File: config.mk
export PLATFORM = sky130hd
export DESIGN_NAME = tty_tx
export DESIGN_NICKNAME = d
export VERILOG_FILES = /design/src/rtl/tty_tx_pkg.sv /design/src/rtl/baud_gen.sv /design/src/rtl/tty_tx.sv
export SDC_FILE = /design/constraint.sdc
export NUM_CORES = 1
export LEC_CHECK = 0
export BUFFER_PORTS_ARGS = -buffer_cell sky130_fd_sc_hd__buf_2
export CAP_MARGIN = 20
export CORE_MARGIN = 2
export CORE_UTILIZATION = 55
export CTS_CLUSTER_DIAMETER = 40
export CTS_CLUSTER_SIZE = 14
export DETAILED_ROUTE_END_ITERATION = 12
export GPL_TIMING_DRIVEN = 0
export PLACE_DENSITY = 0.81
export SYNTH_ARGS = -nofsm -noshare
export SYNTH_HDL_FRONTEND = slang
export SYNTH_SLANG_ARGS = --single-unit
File: constraint.sdc
create_clock -name clk -period 3.1 [get_ports clk]
set_clock_uncertainty 0.15 [all_clocks]
set_input_delay 0.155 -clock clk [delete_from_list [all_inputs] [get_ports clk]]
set_output_delay 0.155 -clock clk [all_outputs]
set_load 0.03 [all_outputs]
File: src/rtl/tty_tx_pkg.sv
// Shared CPU parameters: major-state codes, device-04 IOT opcodes, and the
// serial transmitter's own state encoding.
package tty_tx_pkg;

    // CPU major-state codes
    localparam logic [4:0] F1 = 5'd1;
    localparam logic [4:0] F2 = 5'd2;
    localparam logic [4:0] F3 = 5'd3;
    localparam logic [4:0] E0 = 5'd4;

    // Device-04 (teleprinter) IOT opcodes
    localparam logic [11:0] IOT_SPF = 12'o6040;
    localparam logic [11:0] IOT_TSF = 12'o6041;
    localparam logic [11:0] IOT_TCF = 12'o6042;
    localparam logic [11:0] IOT_TPC = 12'o6044;
    localparam logic [11:0] IOT_TLS = 12'o6046;

    typedef enum logic [1:0] {
        TX_IDLE,
        TX_START,
        TX_DATA,
        TX_STOP
    } tx_state_e;

endpackage

File: src/rtl/baud_gen.sv
// Restartable bit-period counter: counts 0..DIV-1 and pulses tick for one
// clock on the last count of every period.
module baud_gen #(
    parameter int DIV = 16
) (
    input  logic clk,
    input  logic reset,
    input  logic restart,
    output logic tick
);

    localparam int CW = (DIV > 2) ? $clog2(DIV) : 1;
    localparam logic [CW-1:0] LAST = CW'(DIV - 1);

    logic [CW-1:0] cnt_q;

    // NOTE: sequential state uses non-blocking assignments so every flop
    // samples the pre-edge values of its neighbours.
    always_ff @(posedge clk or negedge reset) begin
        if (!reset) begin
            cnt_q <= '0;
        end else if (restart || cnt_q == LAST) begin
            cnt_q <= '0;
        end else begin
            cnt_q <= cnt_q + CW'(1);
        end
    end

    assign tick = (cnt_q == LAST) && !restart;

endmodule

File: src/rtl/tty_tx.sv
// Teleprinter output device: decodes device-04 IOTs in F3, serialises one
// 8-bit character per frame and owns the printer flag.
module tty_tx
    import tty_tx_pkg::*;
#(
    parameter int CLK_FREQ  = 50000000,
    parameter int BAUD      = 110,
    parameter int STOP_BITS = 2
) (
    input  logic        clk,
    input  logic        reset,
    input  logic [4:0]  state,
    input  logic [0:11] instruction,
    input  logic [0:11] ac,
    output logic        tx,
    output logic        tskip,
    output logic        tflag,
    output logic        busy
);

    localparam int   DIV       = CLK_FREQ / BAUD;
    localparam logic LAST_STOP = (STOP_BITS == 2) ? 1'b1 : 1'b0;

    tx_state_e  st_q, st_d;
    logic [7:0] shreg_q, shreg_d;
    logic [2:0] bit_q, bit_d;
    logic       stop_q, stop_d;
    logic       tx_q, tx_d;
    logic       flag_q, flag_d;
    logic       tick, restart, frame_done;
    logic       unused_ac_hi;

    wire is_f3   = (state == F3);
    wire do_load = is_f3 && (instruction == IOT_TPC || instruction == IOT_TLS);
    wire do_set  = is_f3 && (instruction == IOT_SPF);
    wire do_clr  = is_f3 && (instruction == IOT_TCF || instruction == IOT_TLS);

    assign unused_ac_hi = ^ac[0:3];

    baud_gen #(.DIV(DIV)) u_baud (
        .clk     (clk),
        .reset   (reset),
        .restart (restart),
        .tick    (tick)
    );

    always_ff @(posedge clk or negedge reset) begin
        if (!reset) begin
            st_q    <= TX_IDLE;
            shreg_q <= '0;
            bit_q   <= '0;
            stop_q  <= 1'b0;
            tx_q    <= 1'b1;
            flag_q  <= 1'b0;
        end else begin
            st_q    <= st_d;
            shreg_q <= shreg_d;
            bit_q   <= bit_d;
            stop_q  <= stop_d;
            tx_q    <= tx_d;
            flag_q  <= flag_d;
        end
    end

    // NOTE: every output of this block is defaulted first so no path can
    // leave a variable unassigned and infer a latch.
    always_comb begin
        st_d       = st_q;
        shreg_d    = shreg_q;
        bit_d      = bit_q;
        stop_d     = stop_q;
        tx_d       = tx_q;
        restart    = 1'b0;
        frame_done = 1'b0;
        case (st_q)
            TX_IDLE: begin
                if (do_load) begin
                    st_d    = TX_START;
                    shreg_d = ac[4:11];
                    bit_d   = '0;
                    stop_d  = 1'b0;
                    tx_d    = 1'b0;
                    restart = 1'b1;
                end
            end
            TX_START: begin
                if (tick) begin
                    st_d    = TX_DATA;
                    tx_d    = shreg_q[0];
                    shreg_d = {1'b0, shreg_q[7:1]};
                end
            end
            TX_DATA: begin
                if (tick) begin
                    if (bit_q == 3'd7) begin
                        st_d = TX_STOP;
                        tx_d = 1'b1;
                    end else begin
                        bit_d   = bit_q + 3'd1;
                        tx_d    = shreg_q[0];
                        shreg_d = {1'b0, shreg_q[7:1]};
                    end
                end
            end
            TX_STOP: begin
                if (tick) begin
                    if (stop_q == LAST_STOP) begin
                        st_d       = TX_IDLE;
                        frame_done = 1'b1;
                    end else begin
                        stop_d = 1'b1;
                    end
                end
            end
            default: st_d = TX_IDLE;
        endcase
    end

    // Frame completion outranks any clear issued on the same clock.
    always_comb begin
        flag_d = flag_q;
        if (frame_done || do_set) begin
            flag_d = 1'b1;
        end else if (do_clr) begin
            flag_d = 1'b0;
        end
    end

    assign tx    = tx_q;
    assign tflag = flag_q;
    assign busy  = (st_q != TX_IDLE);
    assign tskip = (instruction == IOT_TSF) && flag_q;

endmodule

==> results of run 1 <==
-- cell usage after synthesis, types with 2 or more instances --
| cell | instances |
|---|---|
| a21oi_1 | 4 |
| nor3_1 | 6 |
| xor2_1 | 4 |
| dfrtp_1 | 34 |
| and4_1 | 2 |
| nor2_1 | 31 |
| nor4bb_1 | 3 |
| clkbuf_1 | 3 |
| a21o_1 | 3 |
| ha_1 | 9 |
| xnor2_1 | 13 |
| nand3_1 | 11 |
| nand2_1 | 8 |
| inv_1 | 11 |
| mux2_2 | 17 |
| nor3b_1 | 2 |
| and3_1 | 5 |
| nor4_1 | 4 |
| o21ai_0 | 3 |
| or3_1 | 2 |
| nand4_1 | 4 |
-- critical path, delay by kind of cell (launching register included) --
kind                     cells  cell delay, ns
AO/OA/AOI/OAI                1            0.39
adder cells (fa/ha/maj)      1            0.20
buffers and inverters        2            0.30
flip-flops                   1            0.41
multiplexers                 1            0.38
AND/OR/NAND/NOR              2            0.54
-- power breakdown --
part / switching, W / internal [W]
registers: 0.00000238 / 0.000462
clock network: 0.000157 / 0.000133
logic: 0.0000183 / 0.0000218
total: 0.000177 / 0.000616
-- metal layers --
layer  global-route usage, %  routed length (µm)
met1                   25.69                1684
met2                   33.72                1724
met3                   5.634                 147
met4                   8.152                  57
met5                       0                   0
-- state kept, by name, summed over array words and instances (netlist names) --
| register | count |
|---|---|
| bit_q | 3 |
| stop_q | 1 |
| st_q | 2 |
| u_baud.cnt_q | 19 |
| tx | 1 |
| tflag | 1 |
| shreg_q | 8 |
-- area by class of cell --
cell class	count	area, µm²
Clock inverter	1	7.507
Multi-Input combinational cell	145	1044
Timing Repair Buffer	31	160.2
Inverter	11	41.29
Clock buffer	7	65.06
Fill cell	264	1117
Sequential cell	35	877.1
Buffer	5	20.02
Tap cell	46	57.56
-- worst max path at each step --
stage / from / to
final: st_q[0]$_DFFE_PN0P_ / shreg_q[4]$_DFFE_PN0P_
after global routing: st_q[0]$_DFFE_PN0P_ / shreg_q[0]$_DFFE_PN0P_
after floorplan: u_baud.cnt_q[0]$_DFF_PN0_ / shreg_q[0]$_DFFE_PN0P_
after global placement: u_baud.cnt_q[0]$_DFF_PN0_ / shreg_q[5]$_DFFE_PN0P_
after CTS: u_baud.cnt_q[0]$_DFF_PN0_ / shreg_q[1]$_DFFE_PN0P_
after detailed placement: u_baud.cnt_q[0]$_DFF_PN0_ / shreg_q[1]$_DFFE_PN0P_
-- metrics by stage --
step / std cells / hold slack [ns] / cell area (µm²)
after floorplan: 196 / -0.2906 / 1982
after global placement: 272 / 0.1222 / 2190
after detailed placement: 272 / 0.1253 / 2190
after CTS: 281 / 0.002398 / 2272
after global routing: 281 / 0.008013 / 2272
final: 281 / 0.01575 / 2272
-- what timing repair did --
item	4_1_cts	5_1_grt
hold buffers	1	0
setup endpoints to repair	0	0
endpoints found under the hold margin	34	0
-- cell families (layout without fill, tap and decap cells) --
kind of cell	count (synthesis)	in the layout	share of synthesized area, %
compound gates	17	17	6.503
xor+xnor	17	17	7.512
fa+ha+maj	9	9	5.682
buf+inv	16	55	3.093
flops	35	35	44.26
mux	18	18	10.16
simple gates	84	84	22.79
==> flow_summary.toml, run 1 <==
[run_status]
outcome = "completed"

[min_path]
hold_class = "in2reg"
min_from = "ac[4]"
min_to = "shreg_q[7]$_DFFE_PN0P_"
worstHoldPathCells = 3

[clock_tree]
cts_tree = "yes"
h-tree-depth = 2
cts_buffer_depth = 2
postCtsResizedCells = 0
post-cts-setup-buffers = 0
cts.sinks = 35
clockRootBuffer = "clkbuf_4"
clkTransAtPathRegs_ns = 0.11
numCtsBuffers = 5
clk_latency_ns = 0.34

[setup_path]
crit_path_top_delay_cell = "dfrtp_1"
cp_max_fo = 9
ff2ff_setup_slack_ns = 0.62
worst_ep_arrival_time_ns = 2.56
reg2reg_depth = 7
startpoint_type = "register"
cp_slowest_stage_delay_ns = 0.41
crit_chain = "inv_1 > ha_1 > clkbuf_1 > nor3_1 > nand3_1 > a31oi_4 > mux2_2"
cp-end-kind = "register"
crit_required_ns = 3.18
r2r_end = "shreg_q[4]$_DFFE_PN0P_"
worstSetupPathType = "reg2reg"
timing.rr.start = "st_q[0]$_DFFE_PN0P_"

[grt]
grt_start_max_net_pins = 36
antenna_found_initial = 0
first_global_vias = 1492
grt_pass1_wl_mm = 6.555
gr-total-overflow = 0
gr-usage-all-layers_pct = 20.57

[cells_and_area]
final_common_cell = "dfrtp_1"
area_growth_pct = 14.65
utilization_pct = 67.04
num_antenna_cells = 0
fin_nets = 274
final_cell_mix = "dfrtp_1 (34), nor2_1 (31), buf_2 (31)"
layout-drive-gt1-share_pct = 26.81

[pwr]
irDropWorstVdd_v = 0.0002854
leakagePower_nw = 1.042
finalPower_w = 0.0007933
p_per_area_nw_per_um2 = 349.1

[place]
place_congestion = 0.8107
port_buffers = 30
place_ws_ns = 0.6412
dp_hpwl_mm = 2.717

[drt]
wl_mm = 3.614
drcViolationCount = 0
avgRoutedWirePerCell_um = 12.86
firstDrtPassIters = 4
first_iter_violations = 76
routed_via_density = 5.381
vias = 1512
drt.antenna.violating_nets = 0

[timing]
period_minus_slack_ns = 2.477
fmax_mhz = 403.7
setup_viol = 0
hold_viol_final = 0
post-route-period-util_pct = 79.90
maxSlewHeadroom_pct = 48.77
setup_tns_ns = 0
finalMaxSlewViolations = 0
rsz0062_at_grt = "false"
fin_ws_ns = 0.6230
worstMarginPinSlew_ns = 0.7684

[synthesis]
avgSynthCellArea_um2 = 10.11
synthArstFlopShare_pct = 100.0
synth_top_cell_area_share_pct = 42.93
synth_cell_types = 38
yosysWarnings = 0
synth_area_um2 = 1982
ys_top_cells_by_area = "dfrtp_1 (43%), mux2_2 (9.7%), nor2_1 (5.9%)"
synth_fp_nets = 236
syn-instance-count = 196
ys_seq_elements = 35
synth_edf_count = 0
yosys.area.top_type = "dfrtp_1"
yosysSeqAreaShare_pct = 44.26
synth-main-ff-cell = "dfrtp_1"

[floorplanning]
die_y_um = 64.03
fp.dieW_um = 64.03
die-area_um2 = 4100
core_um2 = 3390
rows = 21
initial_utilization_pct = 58.47
io_pins = 35

[flow_run]
maxCapViolations = 0
(Power assumes the default switching activity.)
==> run 2: changes to the inputs <==
CORE_UTILIZATION = 50   (was 55)
PLACE_DENSITY = 0.77   (was 0.81)
clock period = 2.1 ns   (was 3.1 ns; I/O delays follow)
==> flow_summary.toml, run 2 (synthesized netlist as in run 1, its figures left out) <==
[run_status]
outcome = "finished with violations"
violations = "setup timing"

[cells_and_area]
final_common_cell = "dfrtp_1"
final_cell_mix = "dfrtp_1 (33), nor2_1 (31), buf_2 (30)"
multi_input_area_um2 = 1110
regMostFlops = "u_baud.cnt_q"
fill_cells = 299
fin_nets = 282
biggestRegsByFlops = "u_baud.cnt_q x19, shreg_q x8, bit_q x3"
area_growth_pct = 23.74
layout-drive-gt1-share_pct = 33.33
num_antenna_cells = 0
largest_reg_flops = 19
regArea_um2 = 878.3

[setup_path]
worstSetupPathType = "reg2reg"
worst_ep_arrival_time_ns = 2.42
critPathTopFamily = "simple AND/OR/NAND/NOR gates"
crit_path_top_delay_cell = "or4_4"
startpoint_type = "register"
cp_slowest_stage_delay_ns = 0.47
crit_required_ns = 2.12
critPathBufInv = 2
cp_max_fo = 9
crit_chain = "inv_2 > ha_1 > and4b_2 > nand4_4 > or4_4 > a31oi_4 > buf_12 > mux2_2"
cp-end-kind = "register"

[clock_tree]
cts_buffer_depth = 2
clk_latency_ns = 0.29
cts_tree = "yes"
numCtsBuffers = 5
h-tree-depth = 2
clockRootBuffer = "clkbuf_8"
clkTransAtPathRegs_ns = 0.07
cts.sinks = 35

[floorplanning]
die-area_um2 = 4484
die_y_um = 66.96
core_um2 = 3744
rows = 22
fp.dieW_um = 66.96
io_pins = 35
initial_utilization_pct = 52.94

[timing]
rsz0062_at_grt = "true"
fin_ws_ns = -0.2989
fmax_mhz = 416.8
finalMaxSlewViolations = 0
period_minus_slack_ns = 2.399
maxSlewHeadroom_pct = 49.79
worstMarginPinSlew_ns = 0.7531
setup_viol = 12
post-route-period-util_pct = 114.2
hold_viol_final = 0

[pwr]
leakagePower_nw = 1.116
p_per_area_nw_per_um2 = 498.5
finalPower_w = 0.001222
irDropWorstVdd_v = 0.0003925

[grt]
gr-total-overflow = 0
gr-usage-all-layers_pct = 19.96
grt_pass1_wl_mm = 6.651
grt_start_max_net_pins = 36
first_global_vias = 1482
antenna_found_initial = 0

[place]
dp_hpwl_mm = 2.614
place_congestion = 0.8924
place_ws_ns = -0.3788
port_buffers = 30

[drt]
avgRoutedWirePerCell_um = 13.54
drt.antenna.violating_nets = 0
vias = 1549
firstDrtPassIters = 4
routed_via_density = 5.323
drcViolationCount = 0
wl_mm = 3.939
first_iter_violations = 53

[min_path]
hold_class = "in2reg"

[flow_run]
maxCapViolations = 0
-- run 2: cell count changes in the layout (fill, tap and decap cells not counted), moves of 2 or more --
cell	previous run	this run
buf_4	0	8
buf_6	0	3
clkbuf_4	5	0
clkbuf_8	2	5
mux2_2	17	13
mux2_4	0	4
nand3_1	11	8
nand3_2	0	2
-- run 2: final cells by class --
cell class	count	area share, %
buffer	2	0.6122
clock buffer	6	2.959
clock inverter	2	0.5102
inverter	11	1.684
multi-input combinational	145	45.25
sequential	35	35.82
tap	48	2.449
timing repair buffer	42	10.71
-- run 2: repair_timing --
item,in CTS,in global routing
setup buffers,8,3
endpoints found under the setup margin,22,33
pin swaps,2,2
cloned,0,0
hold buffers,1,0
endpoints found under the hold margin,34,0
resized for setup,8,12
-- run 2: layer usage --
metal	global-route usage, %	share of wire [%]
met5	0	0
met4	7.398	2.0
met3	5.236	3.4
met2	32.88	49
met1	25.08	46
-- run 2: power by group --
group	leakage [nW]	internal [W]	switching, W
clock	0.0412	0.000232	0.000244
combinational	0.629	0.0000338	0.0000276
sequential	0.445	0.000682	0.00000407
total	1.12	0.000947	0.000275
-- run 2: worst paths after layout --
kind                            cells past startpoint  slack [ns]                 startpoint                         to
worst max-delay path                                8       -0.30  u_baud.cnt_q[0]$_DFF_PN0_     shreg_q[4]$_DFFE_PN0P_
worst min-delay path                                3        0.02                      ac[4]     shreg_q[7]$_DFFE_PN0P_
worst max register to register                      8       -0.30  u_baud.cnt_q[0]$_DFF_PN0_     shreg_q[4]$_DFFE_PN0P_
worst min register to register                      1        0.35       bit_q[2]$_DFFE_PN0P_       bit_q[2]$_DFFE_PN0P_
max in group asynchronous                           2        0.99                      reset  u_baud.cnt_q[3]$_DFF_PN0_
min in group asynchronous                           2        0.29                      reset     shreg_q[7]$_DFFE_PN0P_
-- run 2: per-stage QoR --
stage	utilization (%)	hold WS, ns	TNS (ns)	area [µm²]	std cells
finish	65.51	0.01895	-2.452	2452	291
global route	65.51	0.04228	-5.378	2452	291
CTS	63.97	0.01810	-2.393	2395	288
detailed placement	58.69	0.07310	-5.645	2197	274
global placement	58.69	0.06896	-5.180	2197	274
floorplan	-	-0.3406	-1.542	1987	196
-- run 2: worst register-to-register path: stages (launching register included) --
cell     delay (ns)
dfrtp_1        0.39
inv_2          0.05
ha_1           0.12
and4b_2        0.27
nand4_4        0.14
or4_4          0.47
a31oi_4        0.20
buf_12         0.16
mux2_2         0.33
